`config.mk`:
```
export PLATFORM = sky130hd
export DESIGN_NAME = l1a_match_tag
export DESIGN_NICKNAME = d
export VERILOG_FILES = /design/src/rtl/l1a_match_tag.sv
export SDC_FILE = /design/constraint.sdc
export NUM_CORES = 1
export LEC_CHECK = 0
export ABC_AREA = 1
export BUFFER_PORTS_ARGS = -buffer_cell sky130_fd_sc_hd__buf_2
export CAP_MARGIN = 20
export CORE_AREA = 2 2 224 226
export DETAILED_ROUTE_END_ITERATION = 6
export DIE_AREA = 0 0 226 228
export GPL_TIMING_DRIVEN = 0
export HOLD_SLACK_MARGIN = 0.15
export MAX_ROUTING_LAYER = met4
export PLACE_DENSITY = 0.55
export RECOVER_POWER = 25
export SLEW_MARGIN = 20
export SYNTH_ARGS = -nofsm -noshare
export SYNTH_HDL_FRONTEND = slang
export SYNTH_SLANG_ARGS = --single-unit
```
`constraint.sdc`:
```
create_clock -name CLK -period 3.16 [get_ports CLK]
set_clock_uncertainty 0.2 [all_clocks]
set_input_delay 0.316 -clock CLK [delete_from_list [all_inputs] [get_ports CLK]]
set_output_delay 0.316 -clock CLK [all_outputs]
set_load 0.01 [all_outputs]
```
`src/rtl/l1a_match_tag.sv`:
```
// l1a_match_tag: retimes L1A onto the LCT match strobe and queues {match, event number} tags in a FWFT FIFO.
module l1a_match_tag #(
    parameter int FIFO_DEPTH = 16,
    parameter int CNT_W      = 24
) (
    input  logic             CLK,
    input  logic             RST,
    input  logic             L1A,
    input  logic             L1A_MATCH,
    input  logic [3:0]       L1FD,
    input  logic             RD_EN,
    output logic [CNT_W:0]   EVT_DATA,
    output logic             EMPTY,
    output logic             FULL,
    output logic             OVFL,
    output logic             ORPHAN,
    output logic [15:0]      MATCH_CNT
);
    localparam int AW = $clog2(FIFO_DEPTH);

    logic [15:0]      dly_q, dly_d;
    logic [CNT_W-1:0] cnt_q, cnt_d;
    logic [AW-1:0]    wp_q, wp_d, rp_q, rp_d;
    logic [AW:0]      occ_q, occ_d;
    logic             empty_q, empty_d, full_q, full_d;
    logic             ovfl_q, ovfl_d, orphan_q, orphan_d;
    logic [15:0]      mcnt_q, mcnt_d;
    logic [CNT_W:0]   mem_q [FIFO_DEPTH];
    logic             al, pop, push;
    logic [CNT_W:0]   tag;

    always_comb begin
        dly_d    = {dly_q[14:0], L1A};
        al       = dly_q[L1FD];
        pop      = RD_EN && !empty_q;
        // a simultaneous pop frees the slot, so a full FIFO still accepts the write
        push     = al && (!full_q || pop);
        tag      = {L1A_MATCH, cnt_q + CNT_W'(1)};
        cnt_d    = al ? cnt_q + CNT_W'(1) : cnt_q;
        wp_d     = push ? wp_q + AW'(1) : wp_q;
        rp_d     = pop ? rp_q + AW'(1) : rp_q;
        occ_d    = (push && !pop) ? occ_q + (AW+1)'(1) :
                   (pop && !push) ? occ_q - (AW+1)'(1) : occ_q;
        empty_d  = occ_d == '0;
        full_d   = occ_d == (AW+1)'(FIFO_DEPTH);
        ovfl_d   = ovfl_q || (al && !push);
        orphan_d = orphan_q || (L1A_MATCH && !al);
        mcnt_d   = (push && L1A_MATCH && mcnt_q != 16'hFFFF) ? mcnt_q + 16'd1 : mcnt_q;
    end

    always_ff @(posedge CLK) begin
        if (RST) begin
            dly_q    <= '0;
            cnt_q    <= '0;
            wp_q     <= '0;
            rp_q     <= '0;
            occ_q    <= '0;
            empty_q  <= 1'b1;
            full_q   <= 1'b0;
            ovfl_q   <= 1'b0;
            orphan_q <= 1'b0;
            mcnt_q   <= '0;
        end else begin
            dly_q    <= dly_d;
            cnt_q    <= cnt_d;
            wp_q     <= wp_d;
            rp_q     <= rp_d;
            occ_q    <= occ_d;
            empty_q  <= empty_d;
            full_q   <= full_d;
            ovfl_q   <= ovfl_d;
            orphan_q <= orphan_d;
            mcnt_q   <= mcnt_d;
        end
    end

    always_ff @(posedge CLK) begin
        if (push && !RST)
            mem_q[wp_q] <= tag;
    end

    assign EVT_DATA  = empty_q ? '0 : mem_q[rp_q];
    assign EMPTY     = empty_q;
    assign FULL      = full_q;
    assign OVFL      = ovfl_q;
    assign ORPHAN    = orphan_q;
    assign MATCH_CNT = mcnt_q;
endmodule
```
==> flow_summary.json, run 1 <==
{
  "run_status": "complete, no violations",
  "final_hold_viol_count": 0,
  "synth-seq-area-share_pct": 69.76,
  "critPathMaxFanout": 12,
  "cts_htree_levels": 2,
  "dpl.cell_count": 2368,
  "cp.arrival_ns": 3.24,
  "dpl_worst_slack_ns": 0.0006330,
  "synthDominantCellAreaShare_pct": 61.82,
  "fin_cells": 2485,
  "portBuffers": 51,
  "maxCapViolations": 0,
  "vdd_drop_max_mv": 0.3588,
  "crit_end": "mem_q[11][22]",
  "slowest_delay_ns": 0.48,
  "gp_congestion": 0.8587,
  "ys_types": 43,
  "post-dp-hpwl_um": 38000,
  "clkLatencyLatePin_ns": 0.60,
  "period_share_pct": 97.18,
  "cts_max_path_buffers": 3,
  "timing.rr.end": "mem_q[11][22]",
  "tightest_slew_ns": 1.477,
  "multiInputGateArea_mm2": 0.005421,
  "rows": 82,
  "rr_startpoint": "cnt_q[0]",
  "cts.clk_slew.worst_paths_ns": 0.06,
  "grt_pass1_wl_um": 84280,
  "crit_path_start": "cnt_q[0]",
  "slew-limit-headroom_pct": 1.219,
  "first_pass_iters": 5,
  "final_cell_mix": "400 x edfxtp_1, 283 x nor2_1, 225 x o21ai_0, 99 x nand2_1, 75 x dfxtp_1",
  "crit_type": "reg -> reg",
  "power.leakage_nw": 7.815,
  "avgRoutedWirePerCell_um": 22.98,
  "hp-start": "L1FD[1]",
  "drcViolationCount": 0,
  "hold_path_class": "in -> reg",
  "area_growth_pct": 20.49,
  "async_reset_ff_share_pct": 0,
  "nets": 1793,
  "drt_iter0_markers": 1192,
  "viasPerCell": 5.470,
  "ant_nets": 0,
  "synth.area.top_cells": "edfxtp_1 62%, dfxtp_1 7.9%, o21ai_0 5.8%",
  "path_cells": "ha_1, nand3_2, inv_1, nand2_2, nor4_2, nand2_1, nor2_2, nand3b_1, xor2_1, clkinvlp_4, buf_4",
  "nFillCells": 4431,
  "worst_hold_slack_ns": 0.2263,
  "min_period_ns": 3.071,
  "grt_max_degree": 18,
  "finalWirelength_um": 57090,
  "synth_warnings": 0,
  "initial_utilization_pct": 39.37,
  "syn_inst": 1626,
  "die_h_um": 228,
  "crit_required_ns": 3.32,
  "yosys.area.top_type": "edfxtp_1",
  "crit_family": "simple AND/OR/NAND/NOR gates",
  "drv_slew": 0,
  "cp-start-kind": "flop",
  "tns_ns": 0,
  "crit_path_end_kind": "flop",
  "setup_viol": 0,
  "vias": 13590,
  "dieArea_mm2": 0.05153,
  "timing.fmax_mhz": 325.6,
  "diodes": 0,
  "syn-cell-area_mm2": 0.01943,
  "final_common_cell": "edfxtp_1",
  "cts_tree": "done",
  "cts_sinks": 477,
  "synth_edf_count": 400,
  "antenna_found_initial": 0,
  "reg2reg_depth": 11,
  "holdPathStages": 7,
  "io_pins": 54,
  "die_x_um": 226,
  "grt_pass1_vias": 13150,
  "yosys_register_bits": 477,
  "coreArea_mm2": 0.04935,
  "synth_nets": 1644,
  "p_total_mw": 15.51,
  "drive_above_1_share_pct": 16.44,
  "rsz0062_at_grt": "yes",
  "setup_ws_ns": 0.08906,
  "critPathBufInv": 3,
  "cts_root_buf": "clkbuf_16",
  "grt-ovfl-total": 0,
  "crit_cells": 11,
  "p_per_area_mw_per_mm2": 662.4,
  "layout.area.seq_mm2": 0.01356,
  "grt.total_usage_pct": 22.80,
  "synth_ff_type": "edfxtp_1",
  "slowest_stage": "dfxtp_1",
  "avgSynthCellArea_um2": 11.95,
  "reg2reg_slack_ns": 0.09,
  "numCtsBuffers": 51
}
## synth_stat cells (3+ instances only)
library cell / number
nor3_1: 13
nor3_2: 3
edfxtp_1: 400
o21ai_0: 226
nand3_1: 52
a21oi_1: 47
buf_1: 4
clkbuf_1: 88
inv_1: 68
o22ai_1: 30
buf_2: 6
nand2_2: 11
nand2_1: 98
o221ai_1: 70
o211ai_1: 30
nand3_2: 7
xor2_1: 27
nor2_1: 299
xnor2_1: 8
nand4_1: 11
a211oi_1: 5
ha_1: 9
dfxtp_1: 77
a21oi_2: 9
nor4_1: 3
## cell families (layout without fill, tap and decap cells)
| kind of cell | after synthesis | count (layout) | synth area share [%] |
|---|---|---|---|
| compound gates | 421 | 421 | 13.10 |
| xor+xnor | 35 | 35 | 1.578 |
| flops | 477 | 477 | 69.76 |
| fa+ha+maj | 9 | 9 | 0.5796 |
| simple gates | 510 | 510 | 11.40 |
| buf+inv | 174 | 361 | 3.587 |
## timing repair
action / CTS / global route
pin swaps: 1 / 14
gates resized for setup: 109 / 26
setup buffers: 0 / 20
hold buffers: 8 / 0
endpoints found under the hold margin: 50 / 0
setup endpoints to repair: 25 / 173
## power by group
group,leakage [nW],switching (mW),internal [mW]
clock,0.781,2.50,3.43
sequential,4.29,0.0937,7.05
combinational,2.74,1.71,0.720
total,7.81,4.31,11.2
## area by class of cell
class                      instances  share of cell area, %
tap                              672                  3.592
clock buffer                      67                  5.794
multi-input combinational        975                  23.16
sequential                       477                  57.90
inverter                          73                  1.213
timing repair buffer              98                  4.425
buffer                            99                  2.699
clock inverter                    24                  1.213
## routing by layer
metal | global-route usage (%) | part of all wire (%) | up-vias
li1 | - | - | 6208
met1 | 30.50 | 42 | 6715
met2 | 36.27 | 48 | 566
met3 | 3.774 | 7.8 | 104
met4 | 5.753 | 2.6 | 0
met5 | - | 0 | -
## metrics by stage
| stage | utilization (%) | area [µm²] |
|---|---|---|
| 2_1_floorplan | - | 19430 |
| 3_3_place_gp | 41.59 | 20520 |
| 3_5_place_dp | 42.95 | 21200 |
| 4_1_cts | 46.90 | 23140 |
| 5_1_grt | 47.44 | 23410 |
| 6_report | 47.44 | 23410 |
## sequential cells by signal, indices dropped and copies added (netlist names), named ones only
register,flops
OVFL,1
FULL,1
MATCH_CNT,16
ORPHAN,1
rp_q,4
cnt_q,24
wp_q,4
mem_q,400
occ_q,5
dly_q,16
EMPTY,1
## worst min-delay path, delay by kind of cell
family / cells / cell delay (ns)
simple gates: 5 / 0.47
compound gates: 1 / 0.07
buf+inv: 1 / 0.13
## how the worst min path moves through the flow
stage	end	slack, ns
2_1_floorplan	dly_q[10]	0.21
3_3_place_gp	dly_q[12]	0.22
3_5_place_dp	dly_q[10]	0.22
4_1_cts	occ_q[1]	0.22
5_1_grt	dly_q[11]	0.25
6_report	occ_q[1]	0.23
Note: power is estimated with default switching activity, not from simulation.
==> inputs of run 2 (changes only) <==
--- a/constraint.sdc
+++ b/constraint.sdc
@@ -4,2 +4,2 @@
 set_output_delay 0.316 -clock CLK [all_outputs]
-set_load 0.01 [all_outputs]
+set_load 0.005 [all_outputs]
==> run 2 against run 1 <==
Against the previous run: wire length unchanged; combinational power decreased by 2%; first-iteration DRC count increased by 7.6%; fmax increased by 0.39%; sequential share of layout area about the same; sequential power about the same; die area unchanged; register-to-register slack improved by 0.02 ns; power decreased by 0.20%; final area about the same; critical path type is now reg -> out; highest routed layer unchanged.
==> flow_summary.json, run 2 (synthesized netlist as in run 1, its figures left out) <==
{
  "worst_hold_slack_ns": 0.2236,
  "grt.total_usage_pct": 22.81,
  "slew-limit-headroom_pct": 3.591,
  "area_growth_pct": 20.57,
  "critPathMaxFanout": 10,
  "vias": 13590,
  "maxCapViolations": 0,
  "utilization_pct": 47.47,
  "slowest_stage": "dfxtp_2",
  "dieArea_mm2": 0.05153,
  "rsz0062_at_grt": "yes",
  "drv_slew": 0,
  "die_h_um": 228,
  "largest_register_ffs": 400,
  "viasPerCell": 5.470,
  "tightest_slew_ns": 1.441,
  "cts_sinks": 477,
  "cts_htree_levels": 2,
  "io_pins": 54,
  "grtUsageMet1_pct": 30.47,
  "path_cells": "buf_8, inv_1, clkbuf_4, buf_6, o21ai_0, o22ai_1, o211ai_1, a21oi_2, buf_2",
  "placed_area_mm2": 0.02120,
  "use_met2_pct": 36.41,
  "stdcell_area_mm2": 0.02343,
  "grt_pass1_vias": 13160,
  "post-dp-hpwl_um": 38000,
  "p_per_area_mw_per_mm2": 660.7,
  "cp.arrival_ns": 2.54,
  "largestRegisters": "mem_q (400), cnt_q (24)",
  "drive_above_1_share_pct": 16.99,
  "final_hold_viol_count": 0,
  "rr_startpoint": "cnt_q[0]",
  "drt_iter0_markers": 1282,
  "cts_root_buf": "clkbuf_16",
  "rows": 82,
  "crit_required_ns": 2.64,
  "gp_congestion": 0.8587,
  "grt-ovfl-total": 0,
  "vdd_drop_max_mv": 0.3587,
  "setup_viol": 0,
  "final_cell_mix": "400 x edfxtp_1, 283 x nor2_1, 225 x o21ai_0, 99 x nand2_1, 75 x dfxtp_1",
  "diodes": 0,
  "cts_max_path_buffers": 3,
  "final_common_cell": "edfxtp_1",
  "met3_usage_pct": 3.748,
  "busiest_layer": "met2",
  "cp-start-kind": "flop",
  "period_share_pct": 96.80,
  "min_period_ns": 3.059,
  "crit_path_end_kind": "output pin",
  "cts_tree": "done",
  "top_register": "mem_q",
  "ant_nets": 0,
  "finalWirelength_um": 57090,
  "antenna_found_initial": 0,
  "portBuffers": 51,
  "grt_max_degree": 18,
  "die_x_um": 226,
  "cts.clk_slew.worst_paths_ns": 0.06,
  "coreArea_mm2": 0.04935,
  "hold_path_class": "in -> reg",
  "crit_type": "reg -> out",
  "drcViolationCount": 0,
  "timing.fmax_mhz": 326.9,
  "nets": 1793,
  "avgRoutedWirePerCell_um": 22.98,
  "p_total_mw": 15.48,
  "initial_utilization_pct": 39.37,
  "first_pass_iters": 5,
  "hp-start": "L1FD[1]",
  "grt_pass1_wl_um": 84300,
  "slowest_delay_ns": 0.39,
  "numCtsBuffers": 51,
  "clkLatencyLatePin_ns": 0.61,
  "run_status": "complete, no violations",
  "power.leakage_nw": 7.847
}
==> run 2: cell types whose count changed in the layout (fill, tap and decap cells not counted), moves of 2 or more <==
| cell | delta |
|---|---|
| clkbuf_8 | -2 |
| a21oi_2 | +3 |
| clkbuf_1 | -9 |
| a21oi_1 | -3 |
| clkbuf_4 | -3 |
| buf_6 | +2 |
| buf_2 | +10 |
==> run 2: layout make-up <==
type / count / area, µm²
buffer: 99 / 629.4
clock buffer: 67 / 1356
clock inverter: 24 / 284.0
fill: 4425 / 25920
inverter: 73 / 284.0
multi-input combinational: 975 / 5426
sequential: 477 / 13560
tap: 672 / 840.8
timing repair buffer: 98 / 1049
==> run 2: worst paths after layout <==
| kind | endpoint | slack, ns | cells past startpoint |
|---|---|---|---|
| max reg2reg | mem_q[9][22] | 0.11 | 11 |
| max | EVT_DATA[9] | 0.10 | 9 |
| min | occ_q[1] | 0.22 | 7 |
| min reg2reg | dly_q[14] | 0.23 | 2 |
==> run 2: through the flow <==
stage | setup TNS, ns | worst slack, ns | cells
after floorplan | 0 | 0.1819 | 1626
after global placement | -555.90 | -1.579 | 2349
after detailed placement | 0 | 0.0006330 | 2368
after CTS | -0.3193 | -0.04778 | 2466
after global routing | -0.9441 | -0.06768 | 2485
final | 0 | 0.1010 | 2485
==> run 2: per-layer routing <==
metal / part of all wire [%] / up-vias
met1: 42 / 6754
met3: 7.8 / 101
met2: 48 / 527
met4: 2.6 / 0
li1: - / 6212
met5: 0 / -
==> run 2: power breakdown <==
part / internal, mW / total [mW] / leakage, nW / switching, mW
combinational: 0.721 / 2.39 / 2.77 / 1.67
clock: 3.43 / 5.95 / 0.781 / 2.51
sequential: 7.05 / 7.14 / 4.29 / 0.0933
==> run 2: timing repair <==
action / in CTS / in global routing
hold buffers: 8 / 0
hold endpoints to repair: 50 / 0
gates resized for setup: 102 / 40
pin swaps: 0 / 15
endpoints found under the setup margin: 25 / 175
setup buffers: 0 / 20
cloned: 0 / 0
==> run 2: critical path, delay by kind of cell (launching register included) <==
family          cells  cell delay [ns]
compound gates      4             0.74
buf+inv             5             0.80
flops               1             0.39
==> inputs of run 3 (changes only) <==
Settings changed: PLACE_DENSITY 0.55 to 0.53.
Clock period 3.16 ns to 3.9 ns, I/O delays scaled along.
==> run 3 against run 2 <==
Against the previous run: the flow now finishes with violations (capacitance limit); die area did not move; non-clock buffer count is 20 lower; final area decreased by 2.8%; cell count fell by 0.72%; clock power fell by 20%; via count decreased by 1.8%; sequential power decreased by 19%; global-route usage grew 0.47 points; critical endpoint is now EVT_DATA[2]; highest routed layer unchanged.
==> flow_summary.json, run 3 (synthesized netlist as in run 1, its figures left out) <==
{
  "viasPerCell": 5.411,
  "crit_required_ns": 3.31,
  "portBuffers": 51,
  "largest_register_ffs": 400,
  "grt_pass1_wl_um": 85610,
  "io_pins": 54,
  "top_register": "mem_q",
  "met3_usage_pct": 3.761,
  "nets": 1772,
  "post-cts-setup-buffers": 0,
  "setup_ws_ns": 0.1287,
  "vdd_drop_max_mv": 0.3466,
  "tightest_slew_ns": 1.486,
  "run_status": "finished with violations",
  "p_per_area_mw_per_mm2": 543.3,
  "use_met2_pct": 37.62,
  "hold_path_class": "in -> reg",
  "maxCapViolations": 1,
  "area_growth_pct": 17.24,
  "period_share_pct": 96.70,
  "power.leakage_nw": 7.495,
  "grt.total_usage_pct": 23.28,
  "setup_viol": 0,
  "rows": 82,
  "fin_cells": 2467,
  "die_h_um": 228,
  "numCtsBuffers": 50,
  "dpl.cell_count": 2369,
  "critPathMaxFanout": 10,
  "final_cell_mix": "400 x edfxtp_1, 282 x nor2_1, 227 x o21ai_0, 106 x clkbuf_1, 101 x nand2_1",
  "coreArea_mm2": 0.04935,
  "cts_max_path_buffers": 3,
  "cp.arrival_ns": 3.18,
  "p_total_mw": 12.38,
  "grtUsageMet1_pct": 30.28,
  "diodes": 0,
  "grt_pass1_vias": 13270,
  "cts_sinks": 477,
  "slew-limit-headroom_pct": 0.5847,
  "cp-start-kind": "flop",
  "grt-ovfl-total": 0,
  "drv_slew": 0,
  "ant_nets": 0,
  "initial_utilization_pct": 39.37,
  "cts_tree": "done",
  "gp_congestion": 0.8531,
  "grt_max_degree": 18,
  "drt_iter0_markers": 1257,
  "dpl_worst_slack_ns": 0.6278,
  "cts_htree_levels": 2,
  "post-dp-hpwl_um": 38720,
  "avgRoutedWirePerCell_um": 23.32,
  "failed_checks": "capacitance limit",
  "dieArea_mm2": 0.05153,
  "antenna_found_initial": 0,
  "drcViolationCount": 0,
  "timing.fmax_mhz": 265.2,
  "rsz0062_at_grt": "no",
  "first_pass_iters": 5,
  "die_x_um": 226,
  "reg2reg_depth": 9,
  "crit_path_end_kind": "output pin",
  "clkLatencyLatePin_ns": 0.60,
  "utilization_pct": 46.16,
  "cts_root_buf": "clkbuf_16",
  "crit_type": "reg -> out",
  "min_period_ns": 3.771,
  "vias": 13350,
  "cts.clk_slew.worst_paths_ns": 0.06,
  "holdPathStages": 7,
  "final_hold_viol_count": 0,
  "drive_above_1_share_pct": 11.31,
  "largestRegisters": "mem_q (400), cnt_q (24)",
  "finalWirelength_um": 57530,
  "final_common_cell": "edfxtp_1",
  "busiest_layer": "met2"
}
[run 3: cell count changes in the layout (fill, tap and decap cells not counted), sizes merged]
cell / change
clkinvlp: -2
dlygate4sd3: -3
buf: -34
bufinv: -2
clkbuf: +17
clkinv: +6
[run 3: worst max-delay path, stage by stage (launching register included)]
cell	delay [ns]
dfxtp_1	0.36
buf_2	0.26
inv_1	0.11
buf_2	0.22
clkbuf_1	0.56
nor2_1	0.10
o221ai_1	0.34
o211ai_1	0.22
a21oi_1	0.26
buf_2	0.15
[run 3: per-stage QoR]
stage	hold slack (ns)	cell area, µm²	setup TNS (ns)
after floorplan	0.2096	19430	0
after global placement	0.2212	20520	-281.47
after detailed placement	0.2229	21250	0
after CTS	0.2276	22940	0
after global routing	0.2456	22780	0
final	0.2161	22780	0
[run 3: cell type report]
| type | instances | area, µm² |
|---|---|---|
| multi-input combinational | 975 | 5310 |
| inverter | 73 | 279.0 |
| buffer | 101 | 411.6 |
| clock inverter | 26 | 200.2 |
| clock buffer | 67 | 1439 |
| timing repair buffer | 76 | 744.5 |
| sequential | 477 | 13550 |
| fill | 4501 | 26570 |
| tap | 672 | 840.8 |
[run 3: power breakdown]
group | internal [mW] | switching, mW | total, mW
sequential | 5.71 | 0.0708 | 5.78
clock | 2.78 | 1.99 | 4.77
combinational | 0.487 | 1.34 | 1.82
[run 3: layer usage]
| layer | wire length (µm) | vias to the layer above |
|---|---|---|
| met3 | 3494 | 113 |
| met5 | 0 | - |
| met2 | 27690 | 429 |
| met4 | 1696 | 0 |
| met1 | 24650 | 6612 |
| li1 | - | 6195 |
[run 3: path summary, 6_finish.rpt]
| kind | end | slack (ns) | start |
|---|---|---|---|
| max | EVT_DATA[2] | 0.13 | flop |
| min | occ_q[0] | 0.22 | L1FD[2] |
| max reg2reg | mem_q[3][18] | 0.40 | EMPTY |
| min reg2reg | dly_q[9] | 0.23 | dly_q[8] |
[run 3: repair_timing]
item / in CTS / in global routing
pin swaps: 0 / 0
resized for setup: 1 / 19
endpoints found under the hold margin: 28 / 0
hold buffers: 5 / 0
cloned: 0 / 0
setup endpoints to repair: 1 / 5
